### config.mk
export PLATFORM = sky130hd
export DESIGN_NAME = chacha_aead_formatter
export DESIGN_NICKNAME = d
export VERILOG_FILES = /design/src/rtl/chacha_fmt_pkg.sv /design/src/rtl/chacha_fmt_pack.sv /design/src/rtl/chacha_aead_formatter.sv
export SDC_FILE = /design/constraint.sdc
export NUM_CORES = 1
export LEC_CHECK = 0
export ABC_AREA = 1
export BUFFER_PORTS_ARGS = -buffer_cell sky130_fd_sc_hd__buf_2
export CAP_MARGIN = 10
export CORE_ASPECT_RATIO = 0.8
export CORE_MARGIN = 2
export CORE_UTILIZATION = 35
export DETAILED_ROUTE_END_ITERATION = 8
export GPL_TIMING_DRIVEN = 1
export SLEW_MARGIN = 20
export SYNTH_ARGS = -nofsm -noshare
export SYNTH_HDL_FRONTEND = slang
export SYNTH_SLANG_ARGS = --single-unit
### constraint.sdc
create_clock -name clk -period 12.8 [get_ports clk]
set_input_delay 0.64 -clock clk [delete_from_list [all_inputs] [get_ports clk]]
set_output_delay 0.64 -clock clk [all_outputs]
set_load 0.01 [all_outputs]
### src/rtl/chacha_fmt_pkg.sv
// chacha_fmt_pkg: shared types and constants for the AEAD formatter.
// Holds the FSM state enum, block geometry and keep helpers.
package chacha_fmt_pkg;

  localparam int BLK_BYTES  = 16;
  localparam int WORD_BYTES = 4;
  localparam int CNT_W      = 64;

  typedef enum logic [1:0] {
    ST_IDLE,
    ST_AAD,
    ST_PLD,
    ST_LEN
  } state_t;

  // Number of set bits in a word's byte enables.
  function automatic logic [2:0] keep_cnt(
    input logic [3:0] keep
  );
    return 3'(keep[0]) + 3'(keep[1])
         + 3'(keep[2]) + 3'(keep[3]);
  endfunction

  // Block keep with the low n bits set (n = 0..16).
  function automatic logic [15:0] cnt_mask(
    input logic [4:0] n
  );
    return 16'(~(32'hFFFF_FFFF << n));
  endfunction

endpackage

### src/rtl/chacha_fmt_pack.sv
// chacha_fmt_pack: packs 32-bit words into 128-bit blocks and holds
// one registered output block tagged with its segment (0=AAD,1=PLD).
// Ports: clk/rst, clear (abort), wr/data/nbytes/last/seg (accepted
// word), aad_ready/pld_ready, ready/empty status, out_* block register.
module chacha_fmt_pack
  import chacha_fmt_pkg::*;
(
  input  logic         clk,
  input  logic         rst,
  input  logic         clear,
  input  logic         wr,
  input  logic [31:0]  data,
  input  logic [2:0]   nbytes,
  input  logic         last,
  input  logic         seg,
  input  logic         aad_ready,
  input  logic         pld_ready,
  output logic         ready,
  output logic         empty,
  output logic         out_valid,
  output logic         out_seg,
  output logic [127:0] out_data,
  output logic [15:0]  out_keep
);

  localparam int BW = BLK_BYTES * 8;
  localparam int WW = WORD_BYTES * 8;
  localparam int XW = BW + WW;

  logic [BW-1:0] acc_q;
  logic [4:0]    off_q;
  logic          flush_q;
  logic          flush_seg_q;
  logic [WW-1:0] wdat;
  logic [XW-1:0] ext;
  logic [4:0]    total;
  logic          pop;
  logic          free;

  assign pop   = out_valid
               && (out_seg ? pld_ready : aad_ready);
  assign free  = !out_valid || pop;
  assign ready = free && !flush_q;
  assign empty = !out_valid && !flush_q
               && (off_q == 5'd0);

  // Accumulator bytes at or above off_q are always zero, so the
  // new bytes can simply be OR-ed in at the current offset.
  always_comb begin
    wdat = '0;
    for (int b = 0; b < WORD_BYTES; b++)
      if (b < int'(nbytes))
        wdat[b*8 +: 8] = data[b*8 +: 8];
    ext = {{WW{1'b0}}, acc_q}
        | ({{BW{1'b0}}, wdat} << {off_q, 3'b000});
    total = off_q + {2'b00, nbytes};
  end

  always_ff @(posedge clk or posedge rst) begin
    if (rst) begin
      acc_q       <= '0;
      off_q       <= '0;
      flush_q     <= 1'b0;
      flush_seg_q <= 1'b0;
      out_valid   <= 1'b0;
      out_seg     <= 1'b0;
      out_data    <= '0;
      out_keep    <= '0;
    end else if (clear) begin
      acc_q     <= '0;
      off_q     <= '0;
      flush_q   <= 1'b0;
      out_valid <= 1'b0;
    end else begin
      if (pop)
        out_valid <= 1'b0;
      // A last word that overflows a block leaves a tail that
      // must go out on a later cycle.
      if (flush_q && free) begin
        out_valid <= 1'b1;
        out_seg   <= flush_seg_q;
        out_data  <= acc_q;
        out_keep  <= cnt_mask(off_q);
        acc_q     <= '0;
        off_q     <= '0;
        flush_q   <= 1'b0;
      end else if (wr) begin
        if (total >= 5'(BLK_BYTES)) begin
          out_valid   <= 1'b1;
          out_seg     <= seg;
          out_data    <= ext[BW-1:0];
          out_keep    <= '1;
          acc_q       <= {{(BW-WW){1'b0}}, ext[XW-1:BW]};
          off_q       <= total - 5'(BLK_BYTES);
          flush_q     <= last
                      && (total != 5'(BLK_BYTES));
          flush_seg_q <= seg;
        end else if (last) begin
          out_valid <= (total != 5'd0);
          out_seg   <= seg;
          out_data  <= ext[BW-1:0];
          out_keep  <= cnt_mask(total);
          acc_q     <= '0;
          off_q     <= '0;
        end else begin
          acc_q <= ext[BW-1:0];
          off_q <= total;
        end
      end
    end
  end

endmodule

### src/rtl/chacha_aead_formatter.sv
// chacha_aead_formatter: splits an AAD+payload word stream into 16-byte
// blocks and a final {pld_bytes, aad_bytes} length block.
// Ports: clk/rst, start/busy/done/err, in_* word stream, aad_* and
// pld_* block outputs (one shared register), len_* length block.
// Macro CHACHA_FMT_PROTO_CHECK_EN: enables in_keep checking with err.
module chacha_aead_formatter
  import chacha_fmt_pkg::*;
(
  input  logic         clk,
  input  logic         rst,
  input  logic         start,
  output logic         busy,
  output logic         done,
  output logic         err,
  input  logic         in_valid,
  output logic         in_ready,
  input  logic [31:0]  in_data,
  input  logic [3:0]   in_keep,
  input  logic         in_last,
  output logic         aad_valid,
  output logic [127:0] aad_data,
  output logic [15:0]  aad_keep,
  input  logic         aad_ready,
  output logic         pld_valid,
  output logic [127:0] pld_data,
  output logic [15:0]  pld_keep,
  input  logic         pld_ready,
  output logic         len_valid,
  output logic [127:0] len_block,
  input  logic         len_ready
);

  state_t           state_q;
  logic [CNT_W-1:0] aad_cnt_q;
  logic [CNT_W-1:0] pld_cnt_q;
  logic             drain_q;
  logic             err_q;
  logic [2:0]       nbytes;
  logic             bad;
  logic             seg_open;
  logic             acc_word;
  logic             wr;
  logic             pk_ready;
  logic             pk_empty;
  logic             reg_valid;
  logic             reg_seg;
  logic [127:0]     reg_data;
  logic [15:0]      reg_keep;

`ifdef CHACHA_FMT_PROTO_CHECK_EN
  // Keep must be LSB-contiguous and only a last word may be partial.
  assign bad = !(in_keep == 4'h0 || in_keep == 4'h1
              || in_keep == 4'h3 || in_keep == 4'h7
              || in_keep == 4'hF)
            || (in_keep != 4'hF && !in_last);
`else
  assign bad = 1'b0;
`endif

  // drain_q: payload last seen, waiting for the block register to
  // empty before presenting the length block.
  assign seg_open = (state_q == ST_AAD)
                 || (state_q == ST_PLD && !drain_q);
  assign in_ready = seg_open && pk_ready && !start;
  assign acc_word = in_valid && in_ready;
  assign wr       = acc_word && !bad;
  assign nbytes   = keep_cnt(in_keep);

  chacha_fmt_pack u_pack (
    .clk       (clk),
    .rst       (rst),
    .clear     (start),
    .wr        (wr),
    .data      (in_data),
    .nbytes    (nbytes),
    .last      (in_last),
    .seg       (state_q == ST_PLD),
    .aad_ready (aad_ready),
    .pld_ready (pld_ready),
    .ready     (pk_ready),
    .empty     (pk_empty),
    .out_valid (reg_valid),
    .out_seg   (reg_seg),
    .out_data  (reg_data),
    .out_keep  (reg_keep)
  );

  assign aad_valid = reg_valid && !reg_seg;
  assign pld_valid = reg_valid && reg_seg;
  assign aad_data  = reg_data;
  assign pld_data  = reg_data;
  assign aad_keep  = reg_keep;
  assign pld_keep  = reg_keep;
  assign len_valid = (state_q == ST_LEN);
  assign len_block = {pld_cnt_q, aad_cnt_q};
  assign done      = len_valid && len_ready;
  assign busy      = (state_q != ST_IDLE);
  assign err       = err_q;

  always_ff @(posedge clk or posedge rst) begin
    if (rst) begin
      state_q   <= ST_IDLE;
      aad_cnt_q <= '0;
      pld_cnt_q <= '0;
      drain_q   <= 1'b0;
      err_q     <= 1'b0;
    end else begin
      err_q <= acc_word && bad;
      if (start) begin
        state_q   <= ST_AAD;
        aad_cnt_q <= '0;
        pld_cnt_q <= '0;
        drain_q   <= 1'b0;
      end else begin
        case (state_q)
          ST_AAD: if (wr) begin
            aad_cnt_q <= aad_cnt_q + CNT_W'(nbytes);
            if (in_last)
              state_q <= ST_PLD;
          end
          ST_PLD: if (drain_q) begin
            if (pk_empty) begin
              state_q <= ST_LEN;
              drain_q <= 1'b0;
            end
          end else if (wr) begin
            pld_cnt_q <= pld_cnt_q + CNT_W'(nbytes);
            if (in_last)
              drain_q <= 1'b1;
          end
          ST_LEN: if (len_ready)
            state_q <= ST_IDLE;
          default: ;
        endcase
      end
    end
  end

endmodule

# Word level (Yosys, flattened, before mapping)
# Index checks and enable logic that the tools add are counted.
# W data, S select, Z words.
# word_totals
reg_bits,412
wordCells,136
inputBits,44
output_inout_bits,423
# op_classes
mux,57
n_addsub,7
order_cmp,5
n_shift,3
reduce_logical,37
n_bitwise,5
n_eq_ne,10
# op_table
op,n
$mux W128,9
$mux W64,7
$or A128 B160 Y160,1
$shl A32 B8 Y160,1
$add A64 B3 Y64,2
$mux W16,4
$shl A32 B5 Y16 const A,2
$mux W8,4
$not A16 Y16,2
$mux W5,5
$mux W1,21
$logic_and A1 B1 Y1,13
$mux W2,6
$ne A3 B3 Y1 const B,4
$reduce_bool A2 Y1,5
$reduce_bool A3 Y1,3
$lt A1 B3 Y1 const A,2
$lt A2 B3 Y1 const A,2
$pmux W2 S3,1
$reduce_and A3 Y1,2
$reduce_and A6 Y1,1
$add A5 B3 Y5,1
$ge A5 B5 Y1 const B,1
$logic_not A1 Y1,5
16 further kinds,20

# Depth between registers and ports, before layout
# Gate-level depths: netlist of the first run.
# depth
depth_word,12
ltp_mapped,18
depth_no_buf,17

# Hierarchy
# Synthesis of the first run repeated with hierarchy kept, for this count alone.
# hier_totals
cells_unflattened,3638
area_unflattened_um2,25142.9
# modules_own_cells
mod,area_each_um2,instances,seq_area_each_um2,cells_each
chacha_fmt_pack,14838.0,1,7031.7,2021
chacha_aead_formatter,10304.9,1,3278.1,1617

# Least setup slack after synthesis of the first run
# No wires, ideal clock.
# synth_path
path_type,input -> register
startpoint,input in_keep[0]
endpoint,register u_pack.out_data[16]
cell_stages,18
path_slack_ps,9262
arrival_ps,3414
setup_ps,124
required_ps,12676
path_buffers,3
path_cell_list,fa_1 > ha_1 > ha_1 > inv_1 > fa_1 > inv_1 > nand3_1 > nand2_1 > nand2_1 > nand2_1 > buf_2 > nand3_1 > nand3_2 > inv_2 > buf_4 > buf_4 > o211ai_1 > nand2_1
# synth_via
elab_chain_cells,11
word_cells_on_any_way,21
classes_between,add/sub (4); order compare (5); shift (1); mux (8); bitwise (1); reduce/logical (2)
# synth_lines
element,line_no,text
"start, declared",chacha_aead_formatter.sv:18,"input logic [3:0] in_keep,"
$add A1 B1 Y2 *,chacha_fmt_pkg.sv:20,return 3'(keep[0]) + 3'(keep[1])
$add A2 B1 Y3 *,chacha_fmt_pkg.sv:21,+ 3'(keep[2]) + 3'(keep[3]);
$add A3 B1 Y3 *,chacha_fmt_pkg.sv:21,
$lt A1 B3 Y1 / $lt A2 B3 Y1 (equally long branches),chacha_fmt_pack.sv:52,if (b < int'(nbytes))
$mux W8,chacha_fmt_pack.sv:52,
$shl A32 B8 Y160,chacha_fmt_pack.sv:55,"| ({{BW{1'b0}}, wdat} << {off_q, 3'b000});"
$or A128 B160 Y160,chacha_fmt_pack.sv:55,
$mux W128,chacha_fmt_pack.sv:98,end else if (last) begin
$mux W128,chacha_fmt_pack.sv:88,if (total >= 5'(BLK_BYTES)) begin
$mux W128,chacha_fmt_pack.sv:87,end else if (wr) begin
$mux W128,chacha_fmt_pack.sv:79,if (flush_q && free) begin
"end signal, assigned",chacha_fmt_pack.sv:82,out_data <= acc_q;
"end signal, assigned",chacha_fmt_pack.sv:91,out_data <= ext[BW-1:0];
"end signal, assigned",chacha_fmt_pack.sv:101,out_data <= ext[BW-1:0];
"end, declared",chacha_fmt_pack.sv:22,"output logic [127:0] out_data,"
# Every way passes the cells marked *; elsewhere a longest branch is shown, timed or not. The select of a mux whose other input is x is not followed.
# A chain may end at the register's enable or synchronous reset.

# Final worst setup path of the first run
# layout_path
startpoint,register u_pack.off_q[1]
endpoint,register u_pack.acc_q[58]
# layout_via
elab_chain_cells,7
word_cells_on_any_way,9
classes_between,add/sub (1); order compare (1); shift (1); mux (5); bitwise (1)
# layout_lines
element,line_no,text
"start, declared",chacha_fmt_pack.sv:31,logic [4:0] off_q;
"start signal, assigned",chacha_fmt_pack.sv:94,off_q <= total - 5'(BLK_BYTES);
"start signal, assigned",chacha_fmt_pack.sv:107,off_q <= total;
branches (longest 3 deep; another with $add A5 B3 Y5),-,
$mux W128 *,chacha_fmt_pack.sv:88,
$mux W128 *,chacha_fmt_pack.sv:87,
$mux W128 *,chacha_fmt_pack.sv:79,
$mux W128 *,chacha_fmt_pack.sv:69,end else if (clear) begin
"end signal, assigned",chacha_fmt_pack.sv:93,"acc_q <= {{(BW-WW){1'b0}}, ext[XW-1:BW]};"
"end signal, assigned",chacha_fmt_pack.sv:106,acc_q <= ext[BW-1:0];
"end, declared",chacha_fmt_pack.sv:30,logic [BW-1:0] acc_q;
# Every way passes the cells marked *. The select of a mux whose other input is x is not followed.

==> results of run 1 <==
cell usage in the layout (no fill, tap or decap), types with 5 or more instances in the layout:
| master | count |
|---|---|
| sky130_fd_sc_hd__a21boi_0 | 35 |
| sky130_fd_sc_hd__a21oi_1 | 84 |
| sky130_fd_sc_hd__and3_1 | 9 |
| sky130_fd_sc_hd__buf_2 | 465 |
| sky130_fd_sc_hd__buf_4 | 22 |
| sky130_fd_sc_hd__bufinv_16 | 5 |
| sky130_fd_sc_hd__clkbuf_1 | 14 |
| sky130_fd_sc_hd__clkbuf_16 | 48 |
| sky130_fd_sc_hd__clkbuf_8 | 8 |
| sky130_fd_sc_hd__clkinv_1 | 7 |
| sky130_fd_sc_hd__dfrtp_1 | 411 |
| sky130_fd_sc_hd__ha_1 | 16 |
| sky130_fd_sc_hd__inv_1 | 379 |
| sky130_fd_sc_hd__inv_2 | 12 |
| sky130_fd_sc_hd__nand2_1 | 1346 |
| sky130_fd_sc_hd__nand3_1 | 371 |
| sky130_fd_sc_hd__nand3b_1 | 5 |
| sky130_fd_sc_hd__nand4_1 | 172 |
| sky130_fd_sc_hd__nor2_1 | 336 |
| sky130_fd_sc_hd__nor3_1 | 18 |
| sky130_fd_sc_hd__o211ai_1 | 33 |
| sky130_fd_sc_hd__o21ai_0 | 193 |
| sky130_fd_sc_hd__o21ai_1 | 19 |
| sky130_fd_sc_hd__o21bai_1 | 13 |
| sky130_fd_sc_hd__o22ai_1 | 23 |
| sky130_fd_sc_hd__xor2_1 | 8 |
per-layer routing:
layer,share of wire (%),vias up,GRT usage [%]
li1,-,12700,-
met1,48,12800,39.6
met2,42,1127,36.5
met3,7.8,152,3.82
met4,2.7,0,7.23
met5,0,-,0
kinds of logic (layout without fill, tap and decap cells):
logic type | Yosys count | in the layout | share of synthesized area [%]
adder cells (fa/ha/maj) | 20 | 20 | 1.08
XOR/XNOR | 11 | 11 | 0.372
buffers and inverters | 707 | 977 | 12.8
AO/OA/AOI/OAI | 409 | 409 | 8.89
AND/OR/NAND/NOR | 2278 | 2278 | 37.0
flip-flops | 412 | 412 | 39.8
other | 1 | 4 | 0.0145
area by class of cell:
type	count	area, um^2
fillers	7850	44000
multi-input cells	2719	12300
flip-flops and latches	412	10300
repair buffers	490	2550
inverters	400	1510
clock buffers	70	1360
well taps	955	1190
clock inverters	17	258
diodes	3	7.51
power by group:
part / switching, W / total (W) / leakage, nW / internal (W)
clock network: 0.000614 / 0.00146 / 0.778 / 0.000845
registers: 0.000165 / 0.00161 / 5.60 / 0.00145
logic: 0.000707 / 0.00106 / 9.23 / 0.000355
total: 0.00149 / 0.00413 / 15.6 / 0.00265
flip-flops by register name, summed over array words and instances (netlist names):
| signal | flops |
|---|---|
| u_pack.out_data | 128 |
| u_pack.flush_seg_q | 1 |
| u_pack.out_valid | 1 |
| drain_q | 1 |
| state_q | 2 |
| u_pack.acc_q | 128 |
| u_pack.off_q | 5 |
| u_pack.flush_q | 1 |
| aad_cnt_q | 64 |
| u_pack.out_keep | 16 |
| u_pack.out_seg | 1 |
| pld_cnt_q | 64 |
critical path: cells and delay by family (launching register included):
family	cells	cell delay (ns)
compound gates	1	0.22
flops	1	0.32
fa+ha+maj	1	0.65
simple gates	7	2.36
buf+inv	6	1.96
worst paths after layout:
kind / from / endpoint / slack (ns) / depth (start not counted)
max: u_pack.off_q[1] / u_pack.acc_q[58] / 7.17 / 15
min: rst / u_pack.out_data[16] / 0.21 / 2
max reg2reg: u_pack.off_q[1] / u_pack.acc_q[58] / 7.17 / 15
min reg2reg: u_pack.acc_q[51] / u_pack.acc_q[51] / 0.48 / 2
max in group asynchronous: rst / u_pack.out_data[117] / 11.06 / 3
min in group clk: in_last / u_pack.flush_q / 0.31 / 3
stage by stage:
| step | instance area (um^2) | power [W] | instances |
|---|---|---|---|
| floorplan | 25900 | 0.00235 | 3838 |
| global placement | 27800 | 0.00269 | 4975 |
| detailed placement | 27800 | 0.00270 | 4975 |
| CTS | 29500 | 0.00417 | 5062 |
| global route | 29500 | 0.00436 | 5063 |
| finish | 29500 | 0.00413 | 5066 |
==> results.rst, run 1 <==
.. list-table::
   :header-rows: 1

   * - Metric
     - Value
   * - Vias in the first global route
     - about 24000
   * - Post-Syn Area
     - around 0.026 mm^2
   * - Cell variety after synth
     - 41
   * - Num ports
     - 467
   * - Leakage power of the design
     - approximately 16 nW
   * - Final RePlAce weighted congestion
     - approximately 1
   * - Kind of critical path
     - reg2reg
   * - Layout Area Growth over Synthesis
     - 13.9%
   * - DRC marker count from the first detailed-route iteration
     - 2963
   * - Maximum clock path buffer count
     - 3
   * - Worst rel slew slack
     - about 28%
   * - Clock buffers created by TritonCTS
     - 48
   * - Setup repair after global routing missed its margin
     - no
   * - Number of hold-repair buffers added at the cts stage
     - 0
   * - Flops & latches, synth
     - slightly above 400
   * - H-tree depth
     - 2
   * - Part of the Yosys area used for sequential elements
     - 39.8%
   * - Cell count after synthesis
     - 3838
   * - Yosys synthesis warning count
     - 0
   * - Max-slew violation total from the final report
     - 0
   * - Fraction of post-synthesis cell area in the top cell type by area
     - 39.8%
   * - Slowest stage cell, crit path
     - sky130_fd_sc_hd__nand2_1
   * - Max-capacitance violation count
     - 0
   * - Power Density
     - approximately 140 mW/mm^2
   * - Number of vias in the routed layout
     - 26700
   * - Pre-CTS WS
     - 6.38 ns
   * - Primary flip-flop cell chosen by synthesis mapping
     - sky130_fd_sc_hd__dfrtp_1
   * - Final Util
     - about two fifths
   * - Most repeated cell in the gate-level netlist after synthesis
     - sky130_fd_sc_hd__nand2_1
   * - HPWL after detailed placement
     - 71900 um
   * - Worst-case setup margin in the final layout
     - just over 7 ns
   * - Most common cell on crit path
     - sky130_fd_sc_hd__nand2_1
   * - Clock tree from TritonCTS
     - done
   * - Achievable frequency
     - 178 MHz
   * - Post-Synthesis Net Count
     - between 3000 and 4000
   * - Sum of negative setup slack
     - 0 ns
   * - DIE WIDTH
     - about 310 um
   * - Status
     - finished, final reports clean
   * - Postcts setup bufs
     - 0
   * - Critical path, cell by cell
     - buf_4 > inv_1 > fa_1 > inv_1 > nand3_1 > nand2_1 > nand2_1 > nand2_1 > nand2_1 > nor2_4 > buf_4 > inv_2 > nand2_1 > inv_2 > o22ai_1
   * - Cell at the root of the clock tree
     - sky130_fd_sc_hd__clkbuf_16
   * - Final cycle utilization of the critical path
     - around 44%
   * - Maximum fanout encountered on the critical timing path
     - 44
   * - Arrival @ worst endpoint
     - 6.16 ns
   * - Mean instance size in the synthesized netlist
     - 6.75 um^2
   * - Clock Skew
     - approximately 0.027 ns
   * - Global-route usage over all layers
     - about 26%
   * - Clk sinks
     - roughly 400
   * - Starting density of the core
     - approximately a third
   * - Worst supply voltage drop on vdd
     - between 90 and 100 uV
   * - Actual slew at the worst max-slew pin
     - roughly 1.1 ns
   * - Hold slack final
     - slightly above 0.2 ns
   * - Total Wirelength
     - around 100000 um
   * - Synth cell count leaders
     - sky130_fd_sc_hd__nand2_1 (1347), sky130_fd_sc_hd__dfrtp_1 (412), sky130_fd_sc_hd__inv_1 (380)
   * - Largest stage delay on the critical path
     - between 0.7 and 0.8 ns
   * - Final critical-path required period
     - roughly 5.6 ns
   * - Average routed wire per standard cell
     - between 15 and 20 um
   * - Setup violations, final
     - 0
   * - Top area cells in the synthesized netlist
     - sky130_fd_sc_hd__dfrtp_1 (40%), sky130_fd_sc_hd__nand2_1 (20%), sky130_fd_sc_hd__nand3_1 (7.2%)
   * - Per-cell via count in the routed design
     - between 5 and 6
   * - Detailed Routing Iterations Pass 1
     - 6
   * - Hold Vio Cnt, Final
     - 0
   * - Worst hold-check path type
     - in2async
   * - Total congestion overflow after global routing
     - 0
   * - Number of nets with antenna violations after routing
     - 0
   * - Post-route DRC
     - 0
   * - Number of synthesized flops with an enable pin
     - 0
   * - Post-cts repair resize count
     - 0
   * - Global-route wire length before repair
     - 150000 um
   * - Maximum number of pins on one net before global-route repair
     - 154
   * - Register clock-pin slew on the reported worst setup and hold paths
     - about 0.060 ns
   * - Layout net count
     - slightly above 4000
   * - Number of placement rows
     - slightly below 90
   * - Library cell occupying the most area in the post-synthesis netlist
     - sky130_fd_sc_hd__dfrtp_1
   * - Fraction of layout instances using a drive strength above 1
     - 14.5%
   * - Core Area
     - roughly 0.073 mm^2
   * - Initial antenna violation count
     - 4
   * - Endpoint required time on the critical path
     - between 10 and 15 ns
   * - IO Port Bufs
     - roughly 470
   * - Kind of end point of the critical path
     - register
   * - Type of origin of the critical path
     - register
   * - Clock latency at the later pin of the worst-skew pair
     - 0.62 ns
   * - Die area
     - approximately 0.076 mm^2
   * - Post-synthesis async set-or-reset flop share
     - 100%
   * - Height of the die
     - 247 um
No activity file was read; power rests on OpenSTA's default activity.
==> run 2: changes to the inputs <==
- clock period: 12.8 -> 4.65 ns (I/O delays scaled with it)
==> run 2 against run 1 <==
Hold slack got worse by 0.17 ns. Via count fell by 1.1%. Count of clock-buffer cells in the layout fell by 9. Critical endpoint is now u_pack.out_data[89]. Highest routed layer is now met5.
==> results.rst, run 2 (same netlist as run 1, synthesis figures left out) <==
.. list-table::
   :header-rows: 1

   * - Metric
     - Value
   * - Status
     - finished, final reports clean
   * - Total placed cells including tap cells
     - 4989 (+0.28%)
   * - Number of placement rows
     - 89 (unchanged)
   * - Vias in the first global route
     - 23600 (-1.4%)
   * - Power Density
     - 387 mW/mm^2 (+180%)
   * - Register clock-pin slew on the reported worst setup and hold paths
     - 0.06 ns (about the same)
   * - Core Area
     - 0.0735 mm^2 (unchanged)
   * - Filler-free cell count of the finished design
     - 5077 (+0.22%)
   * - Commonest cells after routing, fill and taps aside
     - sky130_fd_sc_hd__nand2_1 (1346), sky130_fd_sc_hd__buf_2 (465), sky130_fd_sc_hd__dfrtp_1 (411), sky130_fd_sc_hd__inv_1 (379), sky130_fd_sc_hd__nand3_1 (371)
   * - Register-to-register setup slack
     - 1.52 ns (-5.65 ns)
   * - IO Port Bufs
     - 465 (unchanged)
   * - Endpoint required time on the critical path
     - 5.20 ns (-8.13 ns)
   * - Worst-case setup margin in the final layout
     - 1.25 ns (-5.92 ns)
   * - Clock Skew
     - 0.0327 ns (+0.00599 ns)
   * - Fraction of layout instances using a drive strength above 1
     - 14.9% (+0.40 points)
   * - Clk sinks
     - 412 (unchanged)
   * - Layout net count
     - 4149 (+0.34%)
   * - Actual slew at the worst max-slew pin
     - 1.06 ns (-0.0124 ns)
   * - Switching component of the power
     - 0.00410 W (+180%)
   * - DIE WIDTH
     - 308 um (unchanged)
   * - Total Wirelength
     - 100000 um (+0.10%)
   * - Worst hold-check path type
     - in2reg
   * - Kind of critical path
     - in2reg
   * - Layout Area Growth over Synthesis
     - 14.6%
   * - Die area
     - 0.0762 mm^2 (unchanged)
   * - Setup violations, final
     - 0 (unchanged)
   * - Switch share
     - 35.7% (-0.22 points)
   * - Number of nets with antenna violations after routing
     - 0 (unchanged)
   * - Cell family contributing the most delay on the critical path
     - adder cells
   * - Maximum fanout encountered on the critical timing path
     - 80 (+82%)
   * - Maximum number of pins on one net before global-route repair
     - 137 (-11%)
   * - Final cycle utilization of the critical path
     - 73.2%
   * - Per-cell via count in the routed design
     - 5.21 (-1.3%)
   * - Setup repair after global routing missed its margin
     - no
   * - H-tree depth
     - 2 (unchanged)
   * - Slowest stage cell, crit path
     - sky130_fd_sc_hd__buf_4
   * - Worst supply voltage drop on vdd
     - 234 uV (+140%)
   * - Achievable frequency
     - a little under 300 MHz
   * - Cell at the root of the clock tree
     - sky130_fd_sc_hd__clkbuf_16
   * - Most common cell on crit path
     - sky130_fd_sc_hd__nand2_1
   * - Area post-placement
     - 0.0280 mm^2 (+0.54%)
   * - Design Area, Final
     - 0.0297 mm^2 (+0.63%)
   * - Max-capacitance violation count
     - 0 (unchanged)
   * - Global-route wire length before repair
     - 149000 um (-0.49%)
   * - Height of the die
     - 247 um (unchanged)
   * - Post-cts repair resize count
     - 0 (unchanged)
   * - DRC marker count from the first detailed-route iteration
     - 2844 (-4.0%)
   * - Leakage power of the design
     - 15.7 nW (+0.61%)
   * - Final critical-path required period
     - about 3.4 ns
   * - Max-slew violation total from the final report
     - 0 (unchanged)
   * - Part of the total power dissipated in the clock network
     - 35.6% (+0.3 points)
   * - Pre-CTS WS
     - 0.641 ns (-5.74 ns)
   * - Arrival @ worst endpoint
     - 3.95 ns (-2.21 ns)
   * - Largest stage delay on the critical path
     - 0.67 ns (-0.11 ns)
   * - Final Util
     - 40.4% (+0.25 points)
   * - Number of vias in the routed layout
     - 26400 (-1.1%)
   * - Kind of end point of the critical path
     - register
   * - Postcts setup bufs
     - 0 (unchanged)
   * - Initial antenna violation count
     - 4 (unchanged)
   * - Starting density of the core
     - 35.2% (unchanged)
   * - Most common cell after layout, fill and taps aside
     - sky130_fd_sc_hd__nand2_1
   * - Top flop regs
     - u_pack.acc_q (128), u_pack.out_data (128)
   * - Critical path, cell by cell
     - buf_2 > fa_1 > ha_1 > ha_1 > inv_1 > fa_1 > inv_1 > nand3_1 > nand2_1 > nand2_1 > nand2_1 > nand3_1 > nand3_4 > buf_4 > nand2_1 > nand2_1
   * - Detailed Routing Iterations Pass 1
     - 9 (+3)
   * - Clock latency at the later pin of the worst-skew pair
     - 0.62 ns (about the same)
   * - Hold Vio Cnt, Final
     - 0 (unchanged)
   * - Count of buffering cells on the critical path with inverters included
     - 4 (-2)
   * - Post-route DRC
     - 0 (unchanged)
   * - Num ports
     - 467 (unchanged)
   * - Clock tree from TritonCTS
     - done
   * - Global-route usage over all layers
     - 25.7% (+0.040 points)
   * - Total congestion overflow after global routing
     - 0 (unchanged)
   * - Average routed wire per standard cell
     - 19.8 um (-0.12%)
   * - HPWL after detailed placement
     - 72900 um (+1.5%)
   * - Internal Dissipation
     - 0.00738 W (+180%)
   * - Maximum clock path buffer count
     - 3 (unchanged)
   * - Seq pwr share
     - 38.8% (-0.2 points)
   * - Worst rel slew slack
     - 29.0% (+0.91 points)
   * - Type of origin of the critical path
     - input pin
   * - Share of power burned in combinational logic
     - 25.6% (about the same)
   * - Final RePlAce weighted congestion
     - 1.00 (+1.1%)
   * - Clock buffers created by TritonCTS
     - 47 (-2.1%)
==> run 2: repair_timing <==
item | in CTS | in global routing
hold endpoints to repair | 26 | 0
setup endpoints to repair | 0 | 0
hold buffers | 2 | 0
==> run 2: through the flow <==
stage               total power, W  TNS (ns)  hold WS, ns
finish                      0.0115         0       0.0387
CTS                         0.0116         0      0.00381
detailed placement         0.00747         0        0.402
floorplan                  0.00647   -468.08        0.383
global placement           0.00746         0        0.407
global route                0.0121         0       0.0620
==> run 2: final cells by class <==
type | instances | area, um^2
well taps | 955 | 1190
clock buffers | 61 | 1320
diodes | 3 | 7.51
flip-flops and latches | 412 | 10300
inverters | 400 | 1510
repair buffers | 505 | 2700
clock inverters | 22 | 348
fillers | 7818 | 43800
multi-input cells | 2719 | 12300
==> run 2: worst reg2reg max path: stages, from the launching register on <==
cell	delay [ns]
sky130_fd_sc_hd__dfrtp_2	0.79
sky130_fd_sc_hd__ha_1	0.39
sky130_fd_sc_hd__nand3_1	0.13
sky130_fd_sc_hd__nand3_1	0.08
sky130_fd_sc_hd__nand2_1	0.29
sky130_fd_sc_hd__nand3_1	0.18
sky130_fd_sc_hd__nand3_4	0.20
sky130_fd_sc_hd__buf_4	0.67
sky130_fd_sc_hd__nand2_1	0.22
sky130_fd_sc_hd__nand2_1	0.11
==> run 2: final timing paths <==
path                                   from  cells after the start                   to
hold / removal                    aad_ready                      4     u_pack.out_valid
max in group asynchronous               rst                      4        pld_cnt_q[44]
min in group asynchronous               rst                      3   u_pack.out_keep[3]
setup reg to reg            u_pack.off_q[2]                      9  u_pack.out_data[89]
hold reg to reg            u_pack.acc_q[54]                      2     u_pack.acc_q[54]
setup / recovery                 in_keep[0]                     16  u_pack.out_data[89]
==> run 2: power by group through the flow <==
stage	sequential [W]	clock, W	combinational (W)
final	0.00446	0.00408	0.00294
after global routing	0.00454	0.00432	0.00327
after CTS	0.00449	0.00418	0.00294
after detailed placement	0.00454	0	0.00293
after global placement	0.00455	0	0.00291
after floorplan	0.00449	0	0.00198
==> run 2: metal layers <==
metal / part of all wire [%] / wire length, um / vias to the layer above / GRT usage, %
li1: - / - / 12700 / -
met1: 48 / 48000 / 12500 / 39.5
met2: 42 / 42300 / 1072 / 36.7
met3: 7.3 / 7340 / 135 / 3.83
met4: 2.6 / 2600 / 2 / 7.22
met5: 0.013 / 13 / - / 0
